[config.mk]
export PLATFORM = sky130hd
export DESIGN_NAME = fir_mac_sequencer
export DESIGN_NICKNAME = d
export VERILOG_FILES = /design/src/rtl/fir_pkg.sv /design/src/rtl/fir_coef_rom.sv /design/src/rtl/fir_mac_sequencer.sv
export SDC_FILE = /design/constraint.sdc
export NUM_CORES = 1
export LEC_CHECK = 0
export CAP_MARGIN = 10
export CORE_ASPECT_RATIO = 1.25
export CORE_MARGIN = 5
export CORE_UTILIZATION = 56
export CTS_CLUSTER_DIAMETER = 200
export DETAILED_ROUTE_END_ITERATION = 10
export GPL_ROUTABILITY_DRIVEN = 0
export PLACE_DENSITY = 0.84
export SYNTH_ARGS = -nofsm -noshare
export SYNTH_HDL_FRONTEND = slang
export SYNTH_SLANG_ARGS = --single-unit
export TNS_END_PERCENT = 10
[constraint.sdc]
create_clock -name clk -period 6.1 [get_ports clk]
set_clock_uncertainty 0.2 [all_clocks]
set_input_delay 0.915 -clock clk [delete_from_list [all_inputs] [get_ports clk]]
set_output_delay 0.915 -clock clk [all_outputs]
set_load 0.02 [all_outputs]
[src/rtl/fir_pkg.sv]
// Shared definitions for the FIR MAC sequencer.
// Holds the data/coefficient/accumulator widths, the sequencer state encoding,
// the rounding constants, the saturation limits and the round/saturate helper.
package fir_pkg;

    localparam int unsigned DATA_W    = 20;
    localparam int unsigned COEF_W    = 16;
    localparam int unsigned ADD_W     = 3;
    localparam int unsigned TAPS      = 8;
    localparam int unsigned ACC_W     = DATA_W + COEF_W + ADD_W;
    localparam int unsigned PROD_W    = DATA_W + COEF_W;
    localparam int unsigned RND_SHIFT = 15;

    // Half an LSB of the Q1.15 result, added before the arithmetic shift
    localparam logic signed [ACC_W-1:0] RND_CONST = ACC_W'(1 << (RND_SHIFT - 1));

    // Output range of a signed DATA_W sample, held at accumulator width
    localparam logic signed [ACC_W-1:0] SAT_MAX = ACC_W'((1 << (DATA_W - 1)) - 1);
    localparam logic signed [ACC_W-1:0] SAT_MIN = ~SAT_MAX;

    typedef enum logic [1:0] {
        IDLE  = 2'd0,
        ACCUM = 2'd1,
        DRAIN = 2'd2,
        DONE  = 2'd3
    } fir_state_t;

    // Round half up, drop the Q15 fraction, clamp into the DATA_W range
    function automatic logic [DATA_W-1:0] round_sat(input logic signed [ACC_W-1:0] acc);
        logic signed [ACC_W-1:0] r;
        r = (acc + RND_CONST) >>> RND_SHIFT;
        if (r > SAT_MAX) begin
            return DATA_W'(SAT_MAX);
        end else if (r < SAT_MIN) begin
            return DATA_W'(SAT_MIN);
        end else begin
            return DATA_W'(r);
        end
    endfunction

endpackage

[src/rtl/fir_coef_rom.sv]
// Combinational coefficient ROM for the FIR MAC sequencer.
// Ports:
//   Add  - tap address
//   coef - signed Q1.15 coefficient for that tap
// COEF_SET selects the table: 0 = symmetric lowpass, 1 = full scale on every tap.
module fir_coef_rom
    import fir_pkg::*;
#(
    parameter int unsigned COEF_SET = 0
)
(
    input  logic [ADD_W-1:0]  Add,
    output logic [COEF_W-1:0] coef
);

    always_comb begin
        coef = '0;
        if (COEF_SET == 1) begin
            coef = COEF_W'(32767);
        end else begin
            case (Add)
                ADD_W'(0): coef = COEF_W'(1024);
                ADD_W'(1): coef = COEF_W'(2048);
                ADD_W'(2): coef = COEF_W'(4096);
                ADD_W'(3): coef = COEF_W'(8192);
                ADD_W'(4): coef = COEF_W'(8192);
                ADD_W'(5): coef = COEF_W'(4096);
                ADD_W'(6): coef = COEF_W'(2048);
                ADD_W'(7): coef = COEF_W'(1024);
                default:   coef = '0;
            endcase
        end
    end

endmodule

[src/rtl/fir_mac_sequencer.sv]
// Reader side of the FIR delay line: on each start strobe walks the tap
// address, multiplies each tap by its coefficient, accumulates, then rounds
// and saturates into one filtered sample.
// Ports:
//   clk     - system clock, rising edge
//   reset   - synchronous active-high reset
//   start   - new sample has entered the delay line
//   D       - tap data addressed by Add (combinational from the delay line)
//   Add     - tap address to the delay line
//   Y       - filtered sample, held between results
//   y_valid - one-cycle pulse when Y updates
//   busy    - convolution in progress
//   overrun - one-cycle pulse when start arrives while busy
module fir_mac_sequencer
    import fir_pkg::*;
#(
    parameter int unsigned COEF_SET = 0
)
(
    input  logic              clk,
    input  logic              reset,
    input  logic              start,
    input  logic [DATA_W-1:0] D,
    output logic [ADD_W-1:0]  Add,
    output logic [DATA_W-1:0] Y,
    output logic              y_valid,
    output logic              busy,
    output logic              overrun
);

    fir_state_t               state;
    logic [COEF_W-1:0]        coef;
    logic signed [PROD_W-1:0] prod_r;
    logic signed [ACC_W-1:0]  acc;
    logic                     pv;

    fir_coef_rom #(
        .COEF_SET (COEF_SET)
    ) u_coef_rom (
        .Add  (Add),
        .coef (coef)
    );

    assign busy = (state != IDLE);

    // Sequencer: Add doubles as the tap counter; the product is pipelined one
    // stage, so the accumulate lags the multiply by a cycle and DRAIN adds the last one.
    always_ff @(posedge clk) begin
        if (reset) begin
            state   <= IDLE;
            Add     <= '0;
            acc     <= '0;
            prod_r  <= '0;
            pv      <= 1'b0;
            Y       <= '0;
            y_valid <= 1'b0;
            overrun <= 1'b0;
        end else begin
            y_valid <= 1'b0;
            overrun <= 1'b0;
            if (start && (state != IDLE)) begin
                overrun <= 1'b1;
            end
            case (state)
                IDLE: begin
                    Add <= '0;
                    if (start) begin
                        acc   <= '0;
                        pv    <= 1'b0;
                        state <= ACCUM;
                    end
                end
                ACCUM: begin
                    prod_r <= PROD_W'($signed(D)) * PROD_W'($signed(coef));
                    pv     <= 1'b1;
                    if (pv) begin
                        acc <= acc + ACC_W'(prod_r);
                    end
                    Add <= Add + ADD_W'(1);
                    if (Add == ADD_W'(TAPS - 1)) begin
                        state <= DRAIN;
                    end
                end
                DRAIN: begin
                    acc   <= acc + ACC_W'(prod_r);
                    pv    <= 1'b0;
                    state <= DONE;
                end
                DONE: begin
                    Y       <= round_sat(acc);
                    y_valid <= 1'b1;
                    state   <= IDLE;
                end
                default: begin
                    state <= IDLE;
                end
            endcase
        end
    end

endmodule

Word-level counts from Yosys, hierarchy flattened

Memories as Yosys holds them, arrays and structs flattened. A register that Yosys moved wholly into a read port is not among the register bits.
Index checks and enable logic that the tools add are counted.

Bits in registers: 103
Bits in read-only memories: 32
Bits of input ports: 23
Output and inout bits: 26
Word-level logic and storage cells: 45
Memories kept: 1

Memories:

| memory           | depth | bits a word | read ports | clocked after Yosys merged registers in | wr ports | RTL line           | RTL |
|---|---|---|---|---|---|---|---|
| (name not given) | 8     | 4           | 1          | 1                                       | 0        | fir_coef_rom.sv:21 | `case (Add)` |

Add/subtract/negate cells: 3
Multipliers: 1
Magnitude comparators: 2
Equal/unequal tests: 7
Muxes and demuxes: 15
Reductions and logical operators: 8

Operators by type and width:

| operator                                                                          | count |
|---|---|
| 39-bit case mux with 3 select lines                                               | 1 |
| 39-bit two-way mux                                                                | 2 |
| 20-bit two-way mux                                                                | 2 |
| 39-bit by 16-bit adder with 39-bit output, second input constant                  | 1 |
| 39-bit by 36-bit adder with 39-bit output                                         | 1 |
| 20-bit by 16-bit multiplier with 36-bit output                                    | 1 |
| 24-bit by 20-bit greater-than comparator with 1-bit output, second input constant | 1 |
| 24-bit by 20-bit less-than comparator with 1-bit output, second input constant    | 1 |
| 2-bit case mux with 4 select lines                                                | 1 |
| 3-bit two-way mux                                                                 | 2 |
| 2-bit != test, second input constant                                              | 3 |
| 3-bit case mux with 2 select lines                                                | 1 |
| 2-bit == test, second input constant                                              | 2 |
| 2-bit two-way mux                                                                 | 2 |
| 2-bit AND reduction                                                               | 2 |
| 2-bit nonzero test                                                                | 2 |
| 3-bit by 1-bit adder with 3-bit output, second input constant                     | 1 |
| 3-bit == test, second input constant                                              | 1 |
| 1-bit two-way mux                                                                 | 3 |
| 1-bit case mux with 3 select lines                                                | 1 |
| 3-bit AND reduction                                                               | 1 |
| 3-bit nonzero test                                                                | 1 |
| 2-bit by 1-bit == test with 1-bit output, second input constant                   | 1 |
| 2-bit zero test                                                                   | 1 |
| 1-bit logical AND                                                                 | 1 |

Depth between registers and ports, before layout

Depth in word-level cells: 4
Depth in mapped cells: 22
Mapped depth without buffers: 21

By module

Synthesis repeated with hierarchy kept, for this count alone.

Cells, all modules: 2076
Area total of the unflattened synthesis: 18058.6 µm²

Modules (own cells, without submodules):

| module            | instances | cells an instance | area each (µm²) | seq. area each (µm²) |
|---|---|---|---|---|
| fir_mac_sequencer | 1         | 2053              | 17897.2         | 2062.0 |
| fir_coef_rom      | 1         | 23                | 161.4           | 0.0 |

Worst setup path after synthesis

OpenSTA, ideal clock, no wires.

Path kind: input -> register
Start: input D[4]
End: register prod_r[34]
Library setup time: 0.118 ns
Data arrival time: 5.624 ns
Required time: 5.782 ns
Path slack: 0.158 ns
Stages: 19
Path buffers: 0
Cell sequence: and2_1 fa_1 ha_1 fa_1 ha_1 ha_1 ha_1 ha_1 inv_1 fa_1 and2b_1 o2111ai_1 and3_1 o31a_1 or4_1 a311o_1 o21ai_1 xnor2_1 o21ai_1

Word-level cells in the longest chain between the ends: 1

RTL lines:

| element                                        | RTL line                | RTL |
|---|---|---|
| start: declaration                             | fir_mac_sequencer.sv:23 | `input logic [DATA_W-1:0] D,` |
| 20-bit by 16-bit multiplier with 36-bit output | fir_mac_sequencer.sv:74 | `prod_r <= PROD_W'($signed(D)) * PROD_W'($signed(coef));` |
| end signal: assignment                         | fir_mac_sequencer.sv:74 |  |
| end: declaration                               | fir_mac_sequencer.sv:33 | `logic signed [PROD_W-1:0] prod_r;` |

Every way passes these cells.
A chain may end at the register's enable or synchronous reset.

Final worst setup path

Ends and elaborated chain as after synthesis.

==> qor.csv <==
metric;value;unit
dpl cells;1221;
Slew HR;0.247;
GR Overflow Total;0;
multiplexer share of the synthesized area;0.0278;
Compound-Gate Fraction of Synth Area;0.141;
max-slew violations;0;
design area;9710;um^2
Place WS;-549;ps
Switching Share;0.430;
post-synthesis average cell area;8.49;um^2
hold buffers post-CTS;0;
sequential share of power;0.253;
Tmin final;6000;ps
Post-Route Setup TNS;0;ps
#FFs+latches synth;87;
ant diodes;0;
max_cap viols;0;
DR iter-0 viols;337;
Synth Flop Type;dfxtp_1;
largest family of logic cells by synthesized area;adder cells;
final-report setup violation count;0;
syn_nets;1198;
Vias;6890;
WL/cell;14.4;um
RSZ-0062 raised after global routing;yes;
top-count cell post-synth;ha_1;
FMAX;167;MHz
Synth Area in Simple Gates;0.194;
Post-Place Cell Area;9230;um^2
share of cells above drive strength 1;0.0870;
commonest cells in the netlist;ha_1, inv_1, nor2_1;
Worst Setup Start Kind;input pin;
width of the chip;120;um
Hold Fails Final Rpt;0;
layout filler cell count;1203;
post-synth top area cell;ha_1;
EDFF count, synth;0;
Async SR Flop Fraction;0;
status;completed;
core area;14900;um^2
worst-path maximum fanout;4;
first-pass GRT wire length;31.4;mm
CP Capture Type;flip-flop;
synth top area cells;ha_1, dfxtp_1, fa_1;
xor/xnor share of the synthesized area;0.0623;
post-synth top area share;0.208;
Clock transition at path regs;60;ps
clk sinks;87;
Crit Path Category;in2reg;
adder-cell share of the synthesized area;0.308;
FP Rows;50;
clock buffer depth;2;
number of global-route vias before repair;7161;
hold path startpoint;Y[0];
min-delay worst type;reg2reg;
r2r startpoint;u_coef_rom.coef[10];
worst-skew pair later-pin latency;350;ps
Seq/Total Area, Yosys;0.207;
drt drc;0;
initial core utilization;0.566;
iteration count of the initial detailed-routing pass;4;
Power Dens Cells;314;nW/um^2
root buf cell;clkbuf_16;
Synth Cell Area;8430;um^2
Gate power share;0.563;
count of cell types in the netlist;66;
Mapped Cells;993;
synth warn;0;
Non-Filler Instances;1240;
Worst-Margin Slew;1130;ps
clock network power share;0.183;
largest net degree at the start of global routing;57;
Final nets;1258;
final WL;17.8;mm
TritonCTS clock tree;built;
Data arrival, critical path;6030;ps
Internal Power;0.00174;W
Tcrit/Tclk final;0.984;
detailed placer's ending HPWL;13.4;mm
NetSw;0.00131;W
# IOs;49;
I/O Buffers;48;
Worst Setup Slack, final;100;ps
Routed Antenna Nets;0;
Via density;5.56;
die height;147;um
H-tree depth;3;
worst path required time;6130;ps
initial antenna violation count;0;
crit path from;D[4];
area grow syn2layout;15.2;%
die area;17600;um^2
peak supply drop;0.000176;V
GRT Total Usage;0.208;
number of CTS-inserted buffers;9;
Pleak;4.68;nW
-- registers in the layout, summed over array words and instances, names as in the netlist --
name             cells
acc                 29
state                2
Add                  3
prod_r              26
pv                   1
Y                   20
y_valid              1
overrun              1
u_coef_rom.coef      4
-- area by class of cell --
class                   count  area (um^2)  area share
multi-input cells         773         6340       0.653
clock inverters             7         77.6     0.00799
well taps                 182          228      0.0235
flip-flops and latches     87         1740       0.179
inverters                 100          375      0.0387
clock buffers               9          225      0.0232
repair buffers             82          723      0.0745
-- power groups by stage --
stage	clock [W]	combinational [W]	sequential, W
after global routing	0.000596	0.00195	0.000785
after global placement	0	0.00158	0.000776
final	0.000560	0.00172	0.000772
after CTS	0.000569	0.00169	0.000769
after floorplan	0	0.00124	0.000748
after detailed placement	0	0.00164	0.000778
-- per-layer routing --
layer / share of wire / track usage / vias to the layer above
li1: - / - / 3507
met1: 0.46 / 0.265 / 3232
met2: 0.49 / 0.368 / 122
met3: 0.028 / 0.0243 / 29
met4: 0.021 / 0.0665 / 0
met5: 0 / 0 / -
-- through the flow --
| step | hold slack, ps | utilization | total power (W) |
|---|---|---|---|
| after floorplan | 230 | - | 0.00198 |
| after global placement | 238 | 0.620 | 0.00236 |
| after detailed placement | 241 | 0.620 | 0.00242 |
| after CTS | 253 | 0.645 | 0.00303 |
| after global routing | 278 | 0.652 | 0.00333 |
| final | 252 | 0.652 | 0.00305 |
-- worst max-delay path: stages --
cell and delay [ps]:
dlygate4sd2_1 260, and2_4 170, fa_1 480, ha_1 320
fa_1 470, ha_1 290, ha_1 290, ha_1 280
ha_2 180, inv_1 70, fa_2 330, and2b_1 240
o2111ai_2 150, and3_4 210, o31a_1 260, or4_4 420
a311o_1 320, o21ai_2 160, xnor2_1 130, o21ai_1 70
-- what timing repair did --
item                       in CTS  in global routing
pin swaps                      13                 13
setup endpoints to repair       2                  4
setup buffers                   0                  3
gates resized for setup        17                 12
-- cell families after synthesis --
group	after synthesis
AO/OA/AOI/OAI	176
XOR/XNOR	60
adder cells (fa/ha/maj)	182
buffers and inverters	133
flip-flops	87
multiplexers	23
AND/OR/NAND/NOR	332
-- cells in the final DEF (no fill, tap or decap), types with 19 or more instances in the layout --
master / instances
nand2_1: 73
buf_4: 34
clkdlybuf4s50_1: 41
a21oi_1: 42
mux2i_1: 20
ha_1: 131
fa_1: 41
inv_1: 99
o21ai_0: 23
nand3_1: 20
xnor2_1: 44
dfxtp_1: 87
a21o_1: 19
nor2_1: 97
and2_1: 65
-- path summary, 6_finish.rpt --
kind / endpoint / cells after the start / slack [ps]
worst min register to register: Y[0] / 2 / 250
worst min-delay path: Y[0] / 2 / 250
worst max-delay path: prod_r[34] / 20 / 100
worst max register to register: prod_r[34] / 19 / 400
Power figures use the tool's default switching activity.
